File: config.mk
export PLATFORM = sky130hd
export DESIGN_NAME = feeder_moore_fsm_flat
export DESIGN_NICKNAME = d
export VERILOG_FILES = /design/src/rtl/feeder_pkg.sv /design/src/rtl/feeder_moore_fsm_if.sv /design/src/rtl/feeder_moore_fsm.sv /design/src/flat_wrapper.sv
export SDC_FILE = /design/constraint.sdc
export NUM_CORES = 1
export LEC_CHECK = 0
export BUFFER_PORTS_ARGS = -buffer_cell sky130_fd_sc_hd__buf_2
export CORE_AREA = 4 4 41 43
export DETAILED_ROUTE_END_ITERATION = 12
export DIE_AREA = 0 0 45 47
export PLACE_DENSITY = 0.5
export SYNTH_ARGS = -nofsm -noshare
export SYNTH_HDL_FRONTEND = slang
export SYNTH_SLANG_ARGS = --single-unit
File: constraint.sdc
create_clock -name clk -period 1.39 [get_ports clk]
set_input_delay 0.2085 -clock clk [delete_from_list [all_inputs] [get_ports clk]]
set_output_delay 0.2085 -clock clk [all_outputs]
set_load 0.05 [all_outputs]
File: src/rtl/feeder_pkg.sv
// feeder_pkg: shared types for the dispenser control FSM.
// State encoding doubles as the actuator/status code.
package feeder_pkg;

  localparam int CONT_W = 16;

  typedef enum logic [1:0] {
    OFF      = 2'b00,
    WAIT     = 2'b01,
    READY    = 2'b10,
    DISPENSE = 2'b11
  } state_t;

endpackage

File: src/rtl/feeder_moore_fsm_if.sv
// feeder_moore_fsm_if: sensor/timer inputs and status code.
// master drives the inputs, slave is the FSM.
interface feeder_moore_fsm_if;
  import feeder_pkg::*;

  logic              modo;
  logic              sensor;
  logic [CONT_W-1:0] cont;
  logic [1:0]        outs;

  modport master (
    output modo,
    output sensor,
    output cont,
    input  outs
  );

  modport slave (
    input  modo,
    input  sensor,
    input  cont,
    output outs
  );

endinterface

File: src/rtl/feeder_moore_fsm.sv
// feeder_moore_fsm: Moore FSM for the pet-food dispenser.
// outs is the state register itself, so no comb input->output path.
module feeder_moore_fsm
  import feeder_pkg::*;
(
  input  logic             clk,
  input  logic             reset,
  feeder_moore_fsm_if.slave bus
);

  state_t state;
  state_t next;

  logic cont_live;
  assign cont_live = |bus.cont;

  // next-state: modo=0 forces OFF ahead of any state rule
  always_comb begin
    next = state;
    if (!bus.modo) begin
      next = OFF;
    end else begin
      case (state)
        OFF:      next = WAIT;
        WAIT:     if (bus.sensor) next = READY;
        READY: begin
          if (cont_live)        next = DISPENSE;
          else if (!bus.sensor) next = WAIT;
        end
        DISPENSE: if (!cont_live) next = WAIT;
        default:  next = OFF;
      endcase
    end
  end

  // state register with synchronous active-high reset
  always_ff @(posedge clk) begin
    if (reset) state <= OFF;
    else       state <= next;
  end

  assign bus.outs = state;

endmodule

File: src/flat_wrapper.sv
// flat-port wrapper written by rule: the top's interface ports become plain ports
module feeder_moore_fsm_flat import feeder_pkg::*;
  (clk, reset, bus_modo, bus_sensor, bus_cont, bus_outs);
  feeder_moore_fsm_if bus_i ();
  input  logic clk;
  input  logic reset;
  input wire logic [$bits(bus_i.modo)-1:0] bus_modo;
  input wire logic [$bits(bus_i.sensor)-1:0] bus_sensor;
  input wire logic [$bits(bus_i.cont)-1:0] bus_cont;
  output wire logic [$bits(bus_i.outs)-1:0] bus_outs;
  assign bus_i.modo = bus_modo;
  assign bus_i.sensor = bus_sensor;
  assign bus_i.cont = bus_cont;
  assign bus_outs = bus_i.outs;
  feeder_moore_fsm u_core (.clk(clk), .reset(reset), .bus(bus_i));
endmodule
==> results of run 1 <==
## area by class of cell
| type | instances | area share (%) |
|---|---|---|
| multi-input cells | 22 | 52.9 |
| repair buffers | 22 | 24.7 |
| flip-flops and latches | 2 | 9.32 |
| clock buffers | 3 | 4.93 |
| inverters | 5 | 4.11 |
| well taps | 15 | 4.11 |
## power breakdown
part	total, uW	internal [uW]	switching [uW]
Sequential	64.2	61.0	3.28
Combinational	76.9	36.0	41.0
Clock	130	95.3	34.4
## synthesized netlist by cell type
cell      n  area share, %
and4_1    1            2.9
nand2b_1  1            2.1
a41oi_1   1            2.9
inv_1     5            6.3
a41oi_2   1            5.4
dfxtp_1   2             13
a211oi_1  1            2.5
nand2_1   2            2.5
nor4_4    4             28
o32ai_1   1            2.9
a311oi_2  1            5.0
nor2b_1   2            4.2
mux2i_1   1            3.3
a31o_1    1            2.9
nor2_1    1            1.2
o21ai_0   1            1.7
ha_1      3             13
## per-layer routing
metal / up-vias / global-route usage [%] / part of all wire [%]
li1: 161 / - / -
met1: 142 / 6.79 / 35
met2: 19 / 14.1 / 47
met3: 2 / 1.53 / 15
met4: 0 / 8.77 / 2.4
met5: - / 0 / 0
## cells by family (layout without fill, tap and decap cells)
group	Yosys count	after routing
and+or+nand+nor	11	11
AOI/OAI and AO/OA	7	7
buffers and inverters	5	30
adders and majority gates	3	3
DFF	2	2
muxes	1	1
## metrics by stage
step	TNS (ns)	hold WS, ns
floorplan	0	0.389
global placement	-0.0596	0.489
detailed placement	-0.0637	0.484
CTS	0	0.259
global route	0	0.307
finish	0	0.267
## critical path, stage by stage, from the launching register on
cell,delay [ns]
dfxtp_2,0.35
inv_1,0.05
ha_1,0.19
nor2b_1,0.14
a311oi_2,0.21
mux2i_1,0.20
## worst max-delay path by stage
| stage | end | cells after the start | slack [ns] | from |
|---|---|---|---|---|
| floorplan | u_core.bus.outs[1] | 5 | 0.03 | u_core.bus.outs[1] |
| global placement | u_core.bus.outs[1] | 5 | -0.03 | bus_cont[10] |
| detailed placement | u_core.bus.outs[1] | 5 | -0.04 | bus_cont[10] |
| CTS | u_core.bus.outs[1] | 5 | 0.14 | u_core.bus.outs[1] |
| global route | u_core.bus.outs[1] | 5 | 0.05 | u_core.bus.outs[1] |
| finish | u_core.bus.outs[1] | 5 | 0.17 | u_core.bus.outs[1] |
==> results.cfg, run 1 <==
[cts]
cts_setup_buffers = 0
insertion_delay_ns = 0.22
cts_tree = built
cts.sinks = 2
path_clk_slew_ns = 0.03
numCtsBuffers = 3
postCtsHoldBufs = 0
htreeDepth = 1
cts_resized = 0
cts-root-buf = clkbuf_4
clockBufferDepth = 2

[placed_design]
dp_slack_ns = -0.0414
hpwl_um = 623
place.gp.congestion = 0.707
portBuffers = 21
detailed_place.area_sq_um = 434
placed_cells = 66

[die]
die_height_um = 47
rows = 13
io-pin-count = 22
core_sq_um = 1300
die_x_um = 45
dieArea_sq_um = 2120
initial_core_util_pct = 23.1

[cells_and_area]
final_common_cell = buf_2
utilization_pct = 35.1
layout-drive-gt1-share_pct = 61.1
fillers = 159
largest_reg_flops = 2
num_antenna_cells = 0
area_growth_pct = 52.1
register_area_sq_um = 42.5
finalNonFillerCells = 69
fin_area_sq_um = 457
layout_common_cells = buf_2, inv_1, nor4_4, ha_1, clkbuf_4
finalNetCount = 79
multiInputGateArea_sq_um = 241

[grt]
grt_overflow = 0
grt_pass1_vias = 332
grt_max_degree = 6
antenna_found_initial = 0
grt_usage_pct = 7.81
grt_first_pass_wirelength_um = 1150

[drt]
dr.pass1.iters = 1
avgViaCountPerCell = 4.70
dr_total_vias = 324
drcViolationCount = 0
wire_per_inst_um = 10.1
drt_wl_total_um = 700
drtIter0Drc = 0
ant_nets = 0

[synthesis]
yosys.area_share.simple_pct = 41.3
synth_mux_area_share_pct = 3.33
synth_compound_area_share_pct = 23.3
ys_ff_latch = 2
synthXorXnorAreaFrac_pct = 0
synth.net_count = 52
ys_types = 17
synthAdderAreaFrac_pct = 12.5
seq_area_frac_synth_pct = 13.3
syn_inst = 29
yosysWarnings = 0
synth_top_family_by_area = simple AND/OR/NAND/NOR gates
syn_area_per_cell_sq_um = 10.4
syn_area_sq_um = 300

[critical_path]
path_max_fanout = 5
crit_arrival_ns = 1.37
critPathLaunchType = flip-flop
timing.rr.end = u_core.bus.outs[1]
end_kind = flip-flop
r2r_cells = 5
crit_type = reg2reg
timing.rr.start = u_core.bus.outs[1]
crit_required_ns = 1.54
ff2ff_setup_slack_ns = 0.17

[timing]
fin_ws_ns = 0.166
rsz0062_at_grt = no
post-route-period-util_pct = 88.1
clock_skew_ns = 0.000324
finalSetupViolations = 0
final.min_clock_period_ns = 1.22
maxSlewViolCount = 0
hold_violations = 0
worst_pin_slew_ns = 0.272
max_freq_mhz = 817
relSlewSlack_pct = 81.7

[power_and_ir_drop]
powerDensity_nw_per_um2 = 593
p_leak_uw = 0.000199
peakVddDrop_mv = 0.317
finalPower_uw = 271

[min_path]
min_from = reset
whs_path_depth = 4
hold_end = u_core.bus.outs[0]
hold_class = in2reg

[run_status]
status = complete, no violations

[run]
cap_violations = 0
No activity file was read; power rests on OpenSTA's default activity.
==> inputs of run 2 (changes only) <==
Settings changed: PLACE_DENSITY 0.5 to 0.52.
Clock period 1.39 ns to 1 ns, I/O delays scaled along.
==> run 2 against run 1 <==
Net effect:
- the run now ends with setup timing left
- clock power rose by 34%
- die area did not move
- combinational power rose by 81%
- wire length rose by 18%
- sequential power rose by 38%
- global-route usage did not move
- fmax rose by 4.1%
- first-iteration DRC count rose by 2
- clock-buffer cell count did not move
- critical endpoint unchanged
- largest cell class unchanged
==> results.cfg, run 2 (synthesis results as in run 1) <==
[run_status]
status = complete, but fails checks
violations = setup timing

[timing]
relSlewSlack_pct = 78.9
finalSetupTns_ns = -0.330
maxSlewViolCount = 0
final.min_clock_period_ns = 1.18
hold_violations = 0
clock_skew_ns = 0.00149
worst_pin_slew_ns = 0.314
holdWs_ns = 0.217
rsz0062_at_grt = yes
finalSetupViolations = 3
post-route-period-util_pct = 118
max_freq_mhz = 851
fin_ws_ns = -0.176

[die]
initial_core_util_pct = 23.1
io-pin-count = 22
rows = 13
die_height_um = 47
core_sq_um = 1300
die_x_um = 45
dieArea_sq_um = 2120

[cells_and_area]
area_growth_pct = 87.1
fin_area_sq_um = 562
layout_common_cells = buf_2, nor4_4, inv_1, clkbuf_4
fillers = 137
num_antenna_cells = 0
largest_reg_flops = 2
layout-drive-gt1-share_pct = 76.8
finalNetCount = 81
final_common_cell = buf_2

[drt]
wire_per_inst_um = 11.6
drcViolationCount = 0
avgViaCountPerCell = 4.58
dr.pass1.iters = 2
dr_total_vias = 325
drtIter0Drc = 2
drt_wl_total_um = 823
ant_nets = 0

[placed_design]
portBuffers = 21
place.gp.congestion = 0.740
detailed_place.area_sq_um = 474
hpwl_um = 673

[grt]
grt_usage_pct = 7.81
grt_pass1_vias = 334
antenna_found_initial = 0
grt_first_pass_wirelength_um = 1190
grt_overflow = 0
grt_max_degree = 5

[cts]
numCtsBuffers = 3
cts-root-buf = clkbuf_4
htreeDepth = 1
path_clk_slew_ns = 0.03
cts.sinks = 2
cts_setup_buffers = 0
cts_tree = built
clockBufferDepth = 2
insertion_delay_ns = 0.22

[critical_path]
crit_required_ns = 1.14
cpPeakStageDelay_ns = 0.36
path_max_fanout = 4
crit_arrival_ns = 1.32
crit_chain = ha_4 -> inv_4 -> a41oi_4 -> a311oi_2 -> mux2i_1
path_buf_inv = 1
crit_type = reg2reg
cpMaxStageDelayCell = dfxtp_4
end_kind = flip-flop
cp_top_family = flip-flops
critPathLaunchType = flip-flop

[power_and_ir_drop]
p_leak_uw = 0.000220
peakVddDrop_mv = 0.497
powerDensity_nw_per_um2 = 714

[run]
cap_violations = 0

[min_path]
hold_class = in2reg
run 2: worst paths after layout:
check | startpoint | end | slack, ns | cells after the start
worst max-delay path | u_core.bus.outs[1] | u_core.bus.outs[1] | -0.18 | 5
worst min-delay path | reset | u_core.bus.outs[1] | 0.22 | 4
worst max register to register | u_core.bus.outs[1] | u_core.bus.outs[1] | -0.18 | 5
worst min register to register | u_core.bus.outs[1] | u_core.bus.outs[1] | 0.62 | 3
run 2: final cells by class:
| class | count | area [sq um] | share of cell area [%] |
|---|---|---|---|
| Clock buffer | 3 | 22.5 | 4.01 |
| Inverter | 5 | 21.3 | 3.79 |
| Multi-Input combinational cell | 22 | 300 | 53.5 |
| Timing Repair Buffer | 24 | 151 | 26.9 |
| Sequential cell | 2 | 47.5 | 8.46 |
| Tap cell | 15 | 18.8 | 3.34 |
run 2: worst reg2reg max path, stage by stage, from the launching register on:
cell and delay [ns]:
dfxtp_4 0.36, ha_4 0.16, inv_4 0.05, a41oi_4 0.04, a311oi_2 0.30, mux2i_1 0.20
run 2: per-layer routing:
layer	vias to the layer above	routed length, um	track usage [%]
met4	0	0	5.26
met3	0	123	1.53
li1	165	-	-
met2	17	420	14.4
met1	143	280	7.92
met5	-	0	0
run 2: timing repair:
action                     in CTS  in global routing
pin swaps                       2                  0
gates cloned                    0                  0
setup endpoints to repair       4                  4
hold buffers                    0                  0
gates resized for setup        13                  3
run 2: through the flow:
stage / utilization [%] / setup slack [ns] / power, uW / std cells
after global routing: 43.2 / -0.241 / 425 / 71
after global placement: 36.4 / -0.304 / 210 / 68
after CTS: 42.3 / -0.177 / 407 / 71
after detailed placement: 36.4 / -0.338 / 211 / 68
final: 43.2 / -0.176 / 401 / 71
after floorplan: - / -0.271 / 136 / 29
run 2: report_power, final:
| group | total [uW] | leakage [uW] | switching (uW) | internal, uW |
|---|---|---|---|---|
| Clock | 174 | 0.0000138 | 41.7 | 132 |
| Combinational | 139 | 0.000189 | 68.6 | 70.5 |
| Sequential | 88.3 | 0.0000178 | 6.99 | 81.3 |
| Total | 401 | 0.000220 | 117 | 284 |
==> inputs of run 3 (changes only) <==
Settings changed: PLACE_DENSITY 0.52 to 0.5.
Clock period 1 ns to 1.5 ns, I/O delays scaled along.
==> run 3 against run 2 <==
Net effect:
- the flow now finishes without violations
- clock power fell by 31%
- power down 38%
- die area unchanged
- core utilization decreased by 8.7 points
- clock-buffer cell count is the same
- sequential power down 33%
- highest routed layer is now met4
==> results.cfg, run 3 (synthesis results as in run 1) <==
[run_status]
status = complete, no violations

[cells_and_area]
layout_common_cells = buf_2, inv_1, nor4_4, ha_1, clkbuf_4
finalNetCount = 78
num_antenna_cells = 0
area_growth_pct = 49.2
largest_reg_flops = 2
layout-drive-gt1-share_pct = 58.5
final_common_cell = buf_2

[die]
core_sq_um = 1300
io-pin-count = 22
rows = 13
initial_core_util_pct = 23.1
die_height_um = 47
die_x_um = 45
dieArea_sq_um = 2120

[placed_design]
place.gp.congestion = 0.706
portBuffers = 21
hpwl_um = 619

[critical_path]
crit_arrival_ns = 1.38
end_kind = flip-flop
path_max_fanout = 5
critPathLaunchType = flip-flop
crit_required_ns = 1.64
crit_type = reg2reg

[power_and_ir_drop]
p_leak_uw = 0.000193
power_switching_uw = 72.3
intPower_uw = 177
p_sw_share_pct = 29.0
peakVddDrop_mv = 0.306
pwr-share-seq_pct = 23.7
clkPwrFrac_pct = 48.1
combPwrFrac_pct = 28.2
powerDensity_nw_per_um2 = 557

[cts]
cts-root-buf = clkbuf_4
cts_tree = built
cts_setup_buffers = 0
clockBufferDepth = 2
insertion_delay_ns = 0.22
numCtsBuffers = 3
cts.sinks = 2
cts_resized = 0
path_clk_slew_ns = 0.03
htreeDepth = 1
postCtsHoldBufs = 0

[timing]
max_freq_mhz = 806
maxSlewViolCount = 0
clock_skew_ns = 0.000741
finalSetupViolations = 0
holdWs_ns = 0.306
final.min_clock_period_ns = 1.24
rsz0062_at_grt = no
post-route-period-util_pct = 82.7
finalSetupTns_ns = 0
worst_pin_slew_ns = 0.276
hold_violations = 0
relSlewSlack_pct = 81.4

[drt]
drt_wl_total_um = 732
drtIter0Drc = 2
dr_total_vias = 308
wire_per_inst_um = 10.8
drcViolationCount = 0
ant_nets = 0
dr.pass1.iters = 4
avgViaCountPerCell = 4.53

[grt]
antenna_found_initial = 0
grt_overflow = 0
grt_first_pass_wirelength_um = 1150
grt_max_degree = 6
grt_usage_pct = 7.57
grt_pass1_vias = 307

[min_path]
hold_class = in2reg

[run]
cap_violations = 0
run 3: cell types whose count changed in the layout (fill, tap and decap cells not counted), sizes merged:
cell,delta
buf,-3
run 3: per-stage QoR:
step           worst slack (ns)  area, sq um  std cells  util (%)  power, uW
6_report                  0.259          448         68      34.4        249
5_1_grt                   0.154          448         68      34.4        267
4_1_cts                   0.246          448         68      34.4        255
3_5_place_dp             0.0557          425         65      32.7        130
3_3_place_gp             0.0692          425         65      32.7        130
2_1_floorplan            0.0114          302         29         -       88.3
run 3: power groups by stage:
stage | sequential (uW) | clock (uW) | combinational [uW]
global placement | 59.8 | 0 | 70.7
CTS | 59.1 | 125 | 71.2
detailed placement | 59.8 | 0 | 70.7
floorplan | 67.3 | 0 | 21.0
finish | 59.2 | 120 | 70.4
global route | 59.7 | 130 | 77.8
run 3: final timing paths:
kind                            cells past startpoint          startpoint  slack (ns)            endpoint
worst max-delay path                                5  u_core.bus.outs[0]        0.26  u_core.bus.outs[1]
worst min-delay path                                4               reset        0.31  u_core.bus.outs[1]
worst max register to register                      5  u_core.bus.outs[0]        0.26  u_core.bus.outs[1]
worst min register to register                      2  u_core.bus.outs[1]        0.51  u_core.bus.outs[1]
run 3: final cells by class:
cell class | count | area [sq um]
flip-flops and latches | 2 | 41.3
inverters | 5 | 18.8
repair buffers | 21 | 105
multi-input cells | 22 | 241
fillers | 149 | 853
clock buffers | 3 | 22.5
well taps | 15 | 18.8
run 3: critical path, stage by stage (launching register included):
cell,delay (ns)
dfxtp_1,0.34
ha_1,0.20
inv_1,0.06
a41oi_2,0.05
a311oi_2,0.29
mux2i_1,0.21
run 3: layer usage:
| layer | up-vias | share of wire, % | routed length [um] | track usage [%] |
|---|---|---|---|---|
| met1 | 125 | 38 | 275 | 7.69 |
| met2 | 20 | 41 | 300 | 11.6 |
| met3 | 2 | 20 | 149 | 4.98 |
| li1 | 161 | - | - | - |
| met4 | 0 | 0.82 | 6 | 4.68 |
| met5 | - | 0 | 0 | 0 |
